--- src/rtl/gcd_run_ctrl_pkg.sv ---
// ---------------------------------------------------------------------------
// gcd_run_ctrl_pkg
// Shared definitions for the GCD run controller:
//   - ctrl_state_t : controller FSM state encoding
//   - DEF_ADDR_*   : default byte addresses of Mem[4] (A), Mem[5] (B),
//                    Mem[3] (result) in the CPU data memory
//   - DEF_*_CYCLES : default run timeout and post-run drain length
//   - zext_byte()  : zero-extends a switch byte to a memory word
// ---------------------------------------------------------------------------
package gcd_run_ctrl_pkg;

    typedef enum logic [2:0] {
        ST_IDLE   = 3'd0,
        ST_LOAD_A = 3'd1,
        ST_LOAD_B = 3'd2,
        ST_RUN    = 3'd3,
        ST_DRAIN  = 3'd4,
        ST_READ   = 3'd5,
        ST_DONE   = 3'd6
    } ctrl_state_t;

    localparam int unsigned DEF_ADDR_A         = 16;
    localparam int unsigned DEF_ADDR_B         = 20;
    localparam int unsigned DEF_ADDR_R         = 12;
    localparam int unsigned DEF_TIMEOUT_CYCLES = 29010;
    localparam int unsigned DEF_DRAIN_CYCLES   = 4;

    function automatic logic [31:0] zext_byte(input logic [7:0] b);
        return {24'b0, b};
    endfunction

endpackage

--- src/rtl/gcd_run_ctrl_run_timer.sv ---
// ---------------------------------------------------------------------------
// gcd_run_ctrl_run_timer
// Cycle counter with terminal-count compare. Counts from 0 on the first
// enabled cycle, clears whenever disabled, and saturates at LIMIT-1 so it
// can never wrap.
// Ports:
//   clk   in  system clock, rising edge
//   rst   in  asynchronous active-high reset
//   i_en  in  count enable (counter held at 0 while low)
//   o_tc  out counter currently equals LIMIT-1
// LIMIT must be at least 1.
// ---------------------------------------------------------------------------
module gcd_run_ctrl_run_timer #(
    parameter int unsigned LIMIT = 29010
) (
    input  logic clk,
    input  logic rst,
    input  logic i_en,
    output logic o_tc
);

    localparam int unsigned CNT_W = $clog2(LIMIT) + 1;
    localparam logic [CNT_W-1:0] TC_VAL = CNT_W'(LIMIT - 1);

    logic [CNT_W-1:0] r_count;
    logic             w_tc;

    assign w_tc = (r_count == TC_VAL);
    assign o_tc = w_tc;

    always_ff @(posedge clk or posedge rst) begin
        if (rst) begin
            r_count <= '0;
        end else if (!i_en) begin
            r_count <= '0;
        end else if (!w_tc) begin
            r_count <= r_count + 1'b1;
        end
    end

endmodule

--- src/rtl/gcd_run_ctrl.sv ---
// ---------------------------------------------------------------------------
// gcd_run_ctrl
// Run controller that sits between the operand switches, the CPU MEM stage
// and the data memory. On start it writes the captured switch operands into
// Mem[4]/Mem[5], releases the CPU until it halts (or a timeout expires),
// grants a few drain cycles for in-flight stores, then reads Mem[3] into
// result and raises done.
// Ports:
//   clk, rst                         clock / async active-high reset
//   sw_a, sw_b                       operand switches (8 bits each)
//   start                            run request, level-sampled
//   cpu_halt                         CPU reached its terminating instruction
//   cpu_mem_we/addr/wdata            CPU MEM-stage store port
//   mem_rdata                        data memory combinational read data
//   mem_we/addr/wdata                arbitrated data memory port
//   cpu_rst, cpu_run                 CPU reset hold / fetch enable
//   result, done, timeout            latched Mem[3], result valid, timed out
// ---------------------------------------------------------------------------
module gcd_run_ctrl
    import gcd_run_ctrl_pkg::*;
#(
    parameter int unsigned TIMEOUT_CYCLES = DEF_TIMEOUT_CYCLES,
    parameter int unsigned DRAIN_CYCLES   = DEF_DRAIN_CYCLES,
    parameter logic [31:0] ADDR_A         = 32'(DEF_ADDR_A),
    parameter logic [31:0] ADDR_B         = 32'(DEF_ADDR_B),
    parameter logic [31:0] ADDR_R         = 32'(DEF_ADDR_R)
) (
    input  logic        clk,
    input  logic        rst,
    input  logic [7:0]  sw_a,
    input  logic [7:0]  sw_b,
    input  logic        start,
    input  logic        cpu_halt,
    input  logic        cpu_mem_we,
    input  logic [31:0] cpu_mem_addr,
    input  logic [31:0] cpu_mem_wdata,
    input  logic [31:0] mem_rdata,
    output logic        mem_we,
    output logic [31:0] mem_addr,
    output logic [31:0] mem_wdata,
    output logic        cpu_rst,
    output logic        cpu_run,
    output logic [31:0] result,
    output logic        done,
    output logic        timeout
);

    ctrl_state_t r_state;
    ctrl_state_t w_next;

    logic [7:0]  r_sw_a;
    logic [7:0]  r_sw_b;
    logic [31:0] r_result;
    logic        r_done;
    logic        r_timeout;

    logic        w_accept;
    logic        w_run_tc;
    logic        w_drain_last;
    logic        w_we;

    // Start is only honoured while idle or parked on a finished result.
    assign w_accept = ((r_state == ST_IDLE) || (r_state == ST_DONE)) && start;

    gcd_run_ctrl_run_timer #(
        .LIMIT (TIMEOUT_CYCLES)
    ) u_run_timer (
        .clk  (clk),
        .rst  (rst),
        .i_en (r_state == ST_RUN),
        .o_tc (w_run_tc)
    );

    // Same counter structure reused to time the drain window.
    gcd_run_ctrl_run_timer #(
        .LIMIT (DRAIN_CYCLES)
    ) u_drain_timer (
        .clk  (clk),
        .rst  (rst),
        .i_en (r_state == ST_DRAIN),
        .o_tc (w_drain_last)
    );

    always_ff @(posedge clk or posedge rst) begin
        if (rst) begin
            r_state <= ST_IDLE;
        end else begin
            r_state <= w_next;
        end
    end

    always_comb begin
        w_next = r_state;
        case (r_state)
            ST_IDLE:   if (start) w_next = ST_LOAD_A;
            ST_DONE:   if (start) w_next = ST_LOAD_A;
            ST_LOAD_A: w_next = ST_LOAD_B;
            ST_LOAD_B: w_next = ST_RUN;
            ST_RUN:    if (cpu_halt || w_run_tc) w_next = ST_DRAIN;
            ST_DRAIN:  if (w_drain_last) w_next = ST_READ;
            ST_READ:   w_next = ST_DONE;
            default:   w_next = ST_IDLE;
        endcase
    end

    // Port mux: CPU owns the memory while running or draining, the
    // controller owns it otherwise.
    always_comb begin
        w_we      = 1'b0;
        mem_addr  = '0;
        mem_wdata = '0;
        cpu_rst   = 1'b1;
        cpu_run   = 1'b0;
        case (r_state)
            ST_LOAD_A: begin
                w_we      = 1'b1;
                mem_addr  = ADDR_A;
                mem_wdata = zext_byte(r_sw_a);
            end
            ST_LOAD_B: begin
                w_we      = 1'b1;
                mem_addr  = ADDR_B;
                mem_wdata = zext_byte(r_sw_b);
            end
            ST_RUN: begin
                cpu_rst   = 1'b0;
                cpu_run   = 1'b1;
                w_we      = cpu_mem_we;
                mem_addr  = cpu_mem_addr;
                mem_wdata = cpu_mem_wdata;
            end
            ST_DRAIN: begin
                cpu_rst   = 1'b0;
                w_we      = cpu_mem_we;
                mem_addr  = cpu_mem_addr;
                mem_wdata = cpu_mem_wdata;
            end
            ST_READ: begin
                mem_addr  = ADDR_R;
            end
            default: begin
            end
        endcase
    end

    // Belt-and-braces: no store may reach memory while reset is asserted.
    assign mem_we = w_we & ~rst;

    // Operand capture needs no reset: it is always loaded before use.
    always_ff @(posedge clk) begin
        if (w_accept) begin
            r_sw_a <= sw_a;
            r_sw_b <= sw_b;
        end
    end

    always_ff @(posedge clk or posedge rst) begin
        if (rst) begin
            r_result  <= '0;
            r_done    <= 1'b0;
            r_timeout <= 1'b0;
        end else begin
            if (w_accept) begin
                r_done    <= 1'b0;
                r_timeout <= 1'b0;
            end
            // Halt has priority over the timeout on the same cycle.
            if ((r_state == ST_RUN) && !cpu_halt && w_run_tc) begin
                r_timeout <= 1'b1;
            end
            if (r_state == ST_READ) begin
                r_result <= mem_rdata;
                r_done   <= 1'b1;
            end
        end
    end

    assign result  = r_result;
    assign done    = r_done;
    assign timeout = r_timeout;

endmodule
--- config.mk ---
export PLATFORM = sky130hd
export DESIGN_NAME = gcd_run_ctrl
export DESIGN_NICKNAME = d
export VERILOG_FILES = /design/src/rtl/gcd_run_ctrl_pkg.sv /design/src/rtl/gcd_run_ctrl_run_timer.sv /design/src/rtl/gcd_run_ctrl.sv
export SDC_FILE = /design/constraint.sdc
export NUM_CORES = 1
export LEC_CHECK = 0
export ABC_AREA = 0
export CAP_MARGIN = 40
export CORE_ASPECT_RATIO = 0.7
export CORE_UTILIZATION = 34
export CTS_BUF_LIST = sky130_fd_sc_hd__clkbuf_16
export DETAILED_ROUTE_END_ITERATION = 6
export PLACE_DENSITY = 0.78
export SLEW_MARGIN = 10
export SYNTH_ARGS = -nofsm -noshare
export SYNTH_HDL_FRONTEND = slang
export SYNTH_HIERARCHICAL = 1
export SYNTH_SLANG_ARGS = --single-unit
--- constraint.sdc ---
create_clock -name clk -period 1.7 [get_ports clk]
set_input_delay 0.17 -clock clk [delete_from_list [all_inputs] [get_ports clk]]
set_output_delay 0.17 -clock clk [all_outputs]
set_load 0.02 [all_outputs]
; ---- After elaboration in Yosys (flattened, before gate mapping)
; Index checks and enable logic that the tools add are counted.
[word_totals]
output_inout_bits = 101
ff_bits = 72
wordCells = 54
[op_classes]
n_eq_ne = 13
reduce_logical = 13
add_sub_neg = 2
bitwise = 2
mux = 16
[ops]
columns = cell, n
row1 = $pmux W32 S4, 1
row2 = $pmux W32 S3, 1
row3 = $mux W16, 2
row4 = $pmux W3 S6, 1
row5 = $add A16 B1 Y16 const B, 1
row6 = $eq A16 B15 Y1 const B, 1
row7 = $mux W3, 5
row8 = $eq A3 B2 Y1 const B, 3
row9 = $eq A3 B3 Y1 const B, 3
row10 = $ne A2 B2 Y1 const B, 4
row11 = $reduce_or A2 Y1, 3
row12 = $mux W1, 5
row13 = $reduce_bool A2 Y1, 2
row14 = $add A3 B1 Y3 const B, 1
row15 = $eq A3 B1 Y1 const B, 1
row16 = $logic_and A1 B1 Y1, 3
row17 = $logic_not A3 Y1, 1
row18 = $reduce_and A3 Y1, 1
row19 = $logic_or A1 B1 Y1, 2
row20 = $ne A2 B1 Y1 const B, 1
row21 = $pmux W1 S2, 1
row22 = $and A1 B1 Y1, 1
row23 = $logic_not A1 Y1, 1
row24 = $not A1 Y1, 1

; ---- Logic depth before layout (Yosys ltp)
[depth]
ltp_word = 5
depth_mapped = 8
mapped_depth_nobuf = 7

; ---- Cells and area by module
; Netlist, hierarchy kept.
[by_module_without_submodules]
columns = module, area_each_um2, cells_each, instances, seq_area_each_um2
row1 = gcd_run_ctrl, 2615.0, 219, 1, 1406.3
row2 = gcd_run_ctrl_run_timer at u_run_timer, 939.7, 98, 1, 400.4
row3 = gcd_run_ctrl_run_timer at u_drain_timer, 160.2, 14, 1, 75.1

; ---- Worst setup path after synthesis
; OpenSTA, ideal clock, no wires.
[synth_path]
path_kind = register to register
start = reg r_state[2]
end = reg r_sw_a[0] (enable)
n_path_buf = 1
t_arrival_ps = 1489
setup_ps = 364
setup_slack_ps = -153
required_ps = 1336
path_stages_with_launch = 5
cell_sequence = dfrtp_1 buf_6 and2b_4 or4b_4 inv_1
[synth_between]
elab_chain_len = 3
[synth_lines]
columns = element, line_no
row1 = "start, declared", gcd_run_ctrl.sv:48  ; ctrl_state_t r_state;
row2 = "start signal, assigned", gcd_run_ctrl.sv:88  ; r_state <= w_next;
row3 = $eq A3 B3 Y1 or $logic_not A3 Y1 (tied branches), gcd_run_ctrl.sv:63  ; assign w_accept = ((r_state == ST_IDLE) || (r_state == ST_DONE)) && start;
row4 = $logic_or A1 B1 Y1 (*), gcd_run_ctrl.sv:63
row5 = $logic_and A1 B1 Y1 (*), gcd_run_ctrl.sv:63
row6 = net w_accept, gcd_run_ctrl.sv:57  ; logic w_accept;
row7 = "end signal, assigned", gcd_run_ctrl.sv:152  ; r_sw_a <= sw_a;
row8 = "end, declared", gcd_run_ctrl.sv:51  ; logic [7:0] r_sw_a;
; The timed path passes the listed nets; every way through them passes the cells marked *.
; A chain may end at the register's enable or synchronous reset.

; ---- Worst setup path after layout
[layout_path]
start = reg r_state[1]
end = out mem_we
[layout_between]
elab_chain_len = 4
[layout_lines]
columns = element, line_no
row1 = $eq A3 B2 Y1 (tied with other cells), gcd_run_ctrl.sv:114  ; case (r_state)
row2 = $reduce_or A2 Y1 (no line), n/a
row3 = $pmux W1 S2 (*), gcd_run_ctrl.sv:114
row4 = $and A1 B1 Y1 (*), gcd_run_ctrl.sv:147  ; assign mem_we = w_we & ~rst;
row5 = "end, declared", gcd_run_ctrl.sv:38  ; output logic mem_we,
; Every way passes the cells marked *; elsewhere a longest branch is shown, timed or not.

==> metrics.csv <==
metric,value,unit
outcome,"complete, but fails checks",
violations,setup timing,
r2r_cells,5,
synth-simple-area-share,0.207,
grt.overflow.total,0,
yosysWarnings,6,
cp-startpoint,r_state[1],
via_per_inst,5.11,
async_reset_ff_frac,0.778,
hold_viol_final,0,
synthAdderAreaFrac,0.0135,
ys_types,47,
numPortBuffers,217,
use_met3,0.0706,
ant_nets,0,
area_growth,89.7,%
syn_area,3710,um^2
power_switching,4.57,mW
fmax,0.519,GHz
grt_start_max_net_pins,55,
synth_mux_area_frac,0.137,
power.leakage,2.96,nW
power,12.0,mW
vias,3698,
hpwl,9260,um
grt-busiest-layer,met2,
syn-num-nets,452,
seq_area_frac_synth,0.507,
htree_num_levels,3,
num_rows,31,
startpoint_type,flip-flop,
power.internal,7.46,mW
cts_root_buffer,clkbuf_16,
worst_slew_pin_slew,398,ps
maxSlewViolCount,0,
cts.sinks,72,
start_util,0.355,
critical_path_required,1530,ps
grt_pass1_vias,3627,
fin_hold_ws,255,ps
critical_path.max_fanout,3,
pwr-share-seq,0.220,
grtUsageMet2,0.435,
rsz0062_at_grt,yes,
ys_ff_latch,72,
path_common_cell,buf_6,
p_comb_frac,0.614,
cts_buffer_depth,2,
fillers,729,
tns,-13320,ps
p_clk_frac,0.166,
vdd_drop_max,852,uV
grt_pass1_wl,19500,um
maxCapViolations,0,
setup_violations,84,
synth_compound_area_frac,0.0849,
worstReg2RegStart,r_state[2],
cp-end-kind,primary output,
r2r_setup_slack,-190,ps
core-area,10500,um^2
fin_cells,724,
first_pass_iters,5,
syn_area_per_cell,11.2,um^2
worstPathArrival,1760,ps
min_period,1930,ps
first_iter_violations,148,
num-nets-final,707,
synth_top_family_by_area,simple AND/OR/NAND/NOR gates,
wl,14000,um
placedCellCount,686,
clock_latency,330,ps
period_share,1.13,
chipHeight,89.5,um
io_pins,218,
cp_slowest_cell,dfrtp_2,
synth-edff-count,16,
grt_usage,0.231,
postCtsHoldBufs,0,
drc,0,
syn_inst,331,
drive_gt1_frac,0.359,
p_per_area,1710,nW/um^2
tritoncts,built,
synth_xor_area_frac,0.00707,
switching_share,0.380,
slew_headroom,0.732,
cpPeakStageDelay,450,ps
clkTransAtPathRegs,60,ps
hold_class,input pin to async pin,
critPathKind,flip-flop to primary output,
gr-usage-met1,0.249,
wl_per_cell,19.4,um
die_w,127,um
crit_chain,"nor3b_4, buf_6, buf_6, buf_6, nand2_2, a21oi_2, buf_6",
r2r_end,r_sw_a[5],
antenna_found_initial,1,
dieArea,11400,um^2
synth-main-ff-cell,dfrtp_1,
clock_skew,4.79,ps
setup_slack,-226,ps
gp_congestion,0.837,
cts_buffers,9,
==> area by class of cell <==
class / instances / area [um^2] / share of cell area
multi-input combinational: 229 / 1890 / 0.269
clock buffer: 9 / 225 / 0.0320
antenna: 1 / 2.50 / 0.000355
tap: 132 / 165 / 0.0234
inverter: 11 / 48.8 / 0.00693
timing repair buffer: 263 / 2740 / 0.389
sequential: 72 / 1890 / 0.268
clock inverter: 7 / 87.6 / 0.0124
==> repair_timing <==
action,CTS,global route
buffers inserted,7,7
pin swaps,4,35
setup endpoints to repair,85,95
gates resized for setup,332,168
gates cloned,2,5
==> logic make-up after synthesis <==
logic type / count (synthesis)
buf+inv: 30
compound gates: 49
xor+xnor: 3
flops: 72
mux: 47
simple gates: 126
fa+ha+maj: 4
==> synth_stat cells, drive strengths merged, types with 2 or more instances <==
master   n  area (um^2)
o21ai   18         90.1
a32oi    8         70.1
nand2b   5         31.3
nand2   19         71.3
or3      4         27.5
a22o     2         17.5
a21oi   10         50.1
xor2     2         17.5
mux2i   15          150
mux2    32          360
o31ai    7         52.6
buf     12         93.8
or2      2         12.5
nand4    7         50.1
nor4bb   2         20.0
or4      4         30.0
nor4     3         18.8
nor3b    2         20.0
inv     10         37.5
ha       4         50.1
nor2     7         26.3
and2    54          338
nor3     2         10.0
clkbuf   7         26.3
edfxtp  16          480
nor2b    3         26.3
dfrtp   56         1400
nand3    7         35.0
==> metal layers <==
layer  vias to the layer above  wire, um
li1                       1690         -
met1                      1783      5180
met2                       192      7260
met3                        33      1150
met4                         0       423
met5                         -         0
==> worst max path at each step <==
stage / end / slack, ps
finish: mem_we / -230
global route: mem_we / -280
CTS: r_sw_a[7] / -260
detailed placement: mem_wdata[18] / -240
global placement: mem_wdata[22] / -220
floorplan: r_sw_a[0] / -2
==> state kept, by name, summed over array words and instances, names as in the netlist <==
signal,flops
u_drain_timer/r_count,3
r_sw_a,8
done,1
u_run_timer/r_count,16
result,32
timeout,1
r_sw_b,8
r_state,3
==> layout by cell type, fill, tap and decap left out, drive strengths merged, types with 10 or more instances in the layout <==
| cell type | n |
|---|---|
| mux2i | 15 |
| edfxtp | 16 |
| o21ai | 18 |
| and2 | 54 |
| dfrtp | 56 |
| inv | 10 |
| buf | 109 |
| clkbuf | 13 |
| clkdlybuf4s50 | 150 |
| a21oi | 10 |
| mux2 | 32 |
| nand2 | 19 |
==> metrics by stage <==
| stage | area (um^2) | utilization | setup slack [ps] |
|---|---|---|---|
| floorplan | 3720 | - | -1.52 |
| global placement | 6170 | 0.589 | -219 |
| detailed placement | 6170 | 0.589 | -241 |
| CTS | 6550 | 0.625 | -259 |
| global route | 7050 | 0.673 | -284 |
| finish | 7050 | 0.673 | -226 |
==> critical path, delay by kind of cell, from the launching register on <==
family                 cells  cell delay (ps)
AO/OA/AOI/OAI              1              150
buffers and inverters      4              510
flip-flops                 1              450
AND/OR/NAND/NOR            2              310
==> power by group through the flow <==
stage	Sequential [mW]	Combinational, mW	Clock (mW)
after floorplan	3.09	2.49	0
after global placement	2.60	5.88	0
after detailed placement	2.64	5.95	0
after CTS	2.62	6.00	2.02
after global routing	2.71	7.72	2.10
final	2.65	7.39	2.00
No activity file was read; power rests on OpenSTA's default activity.
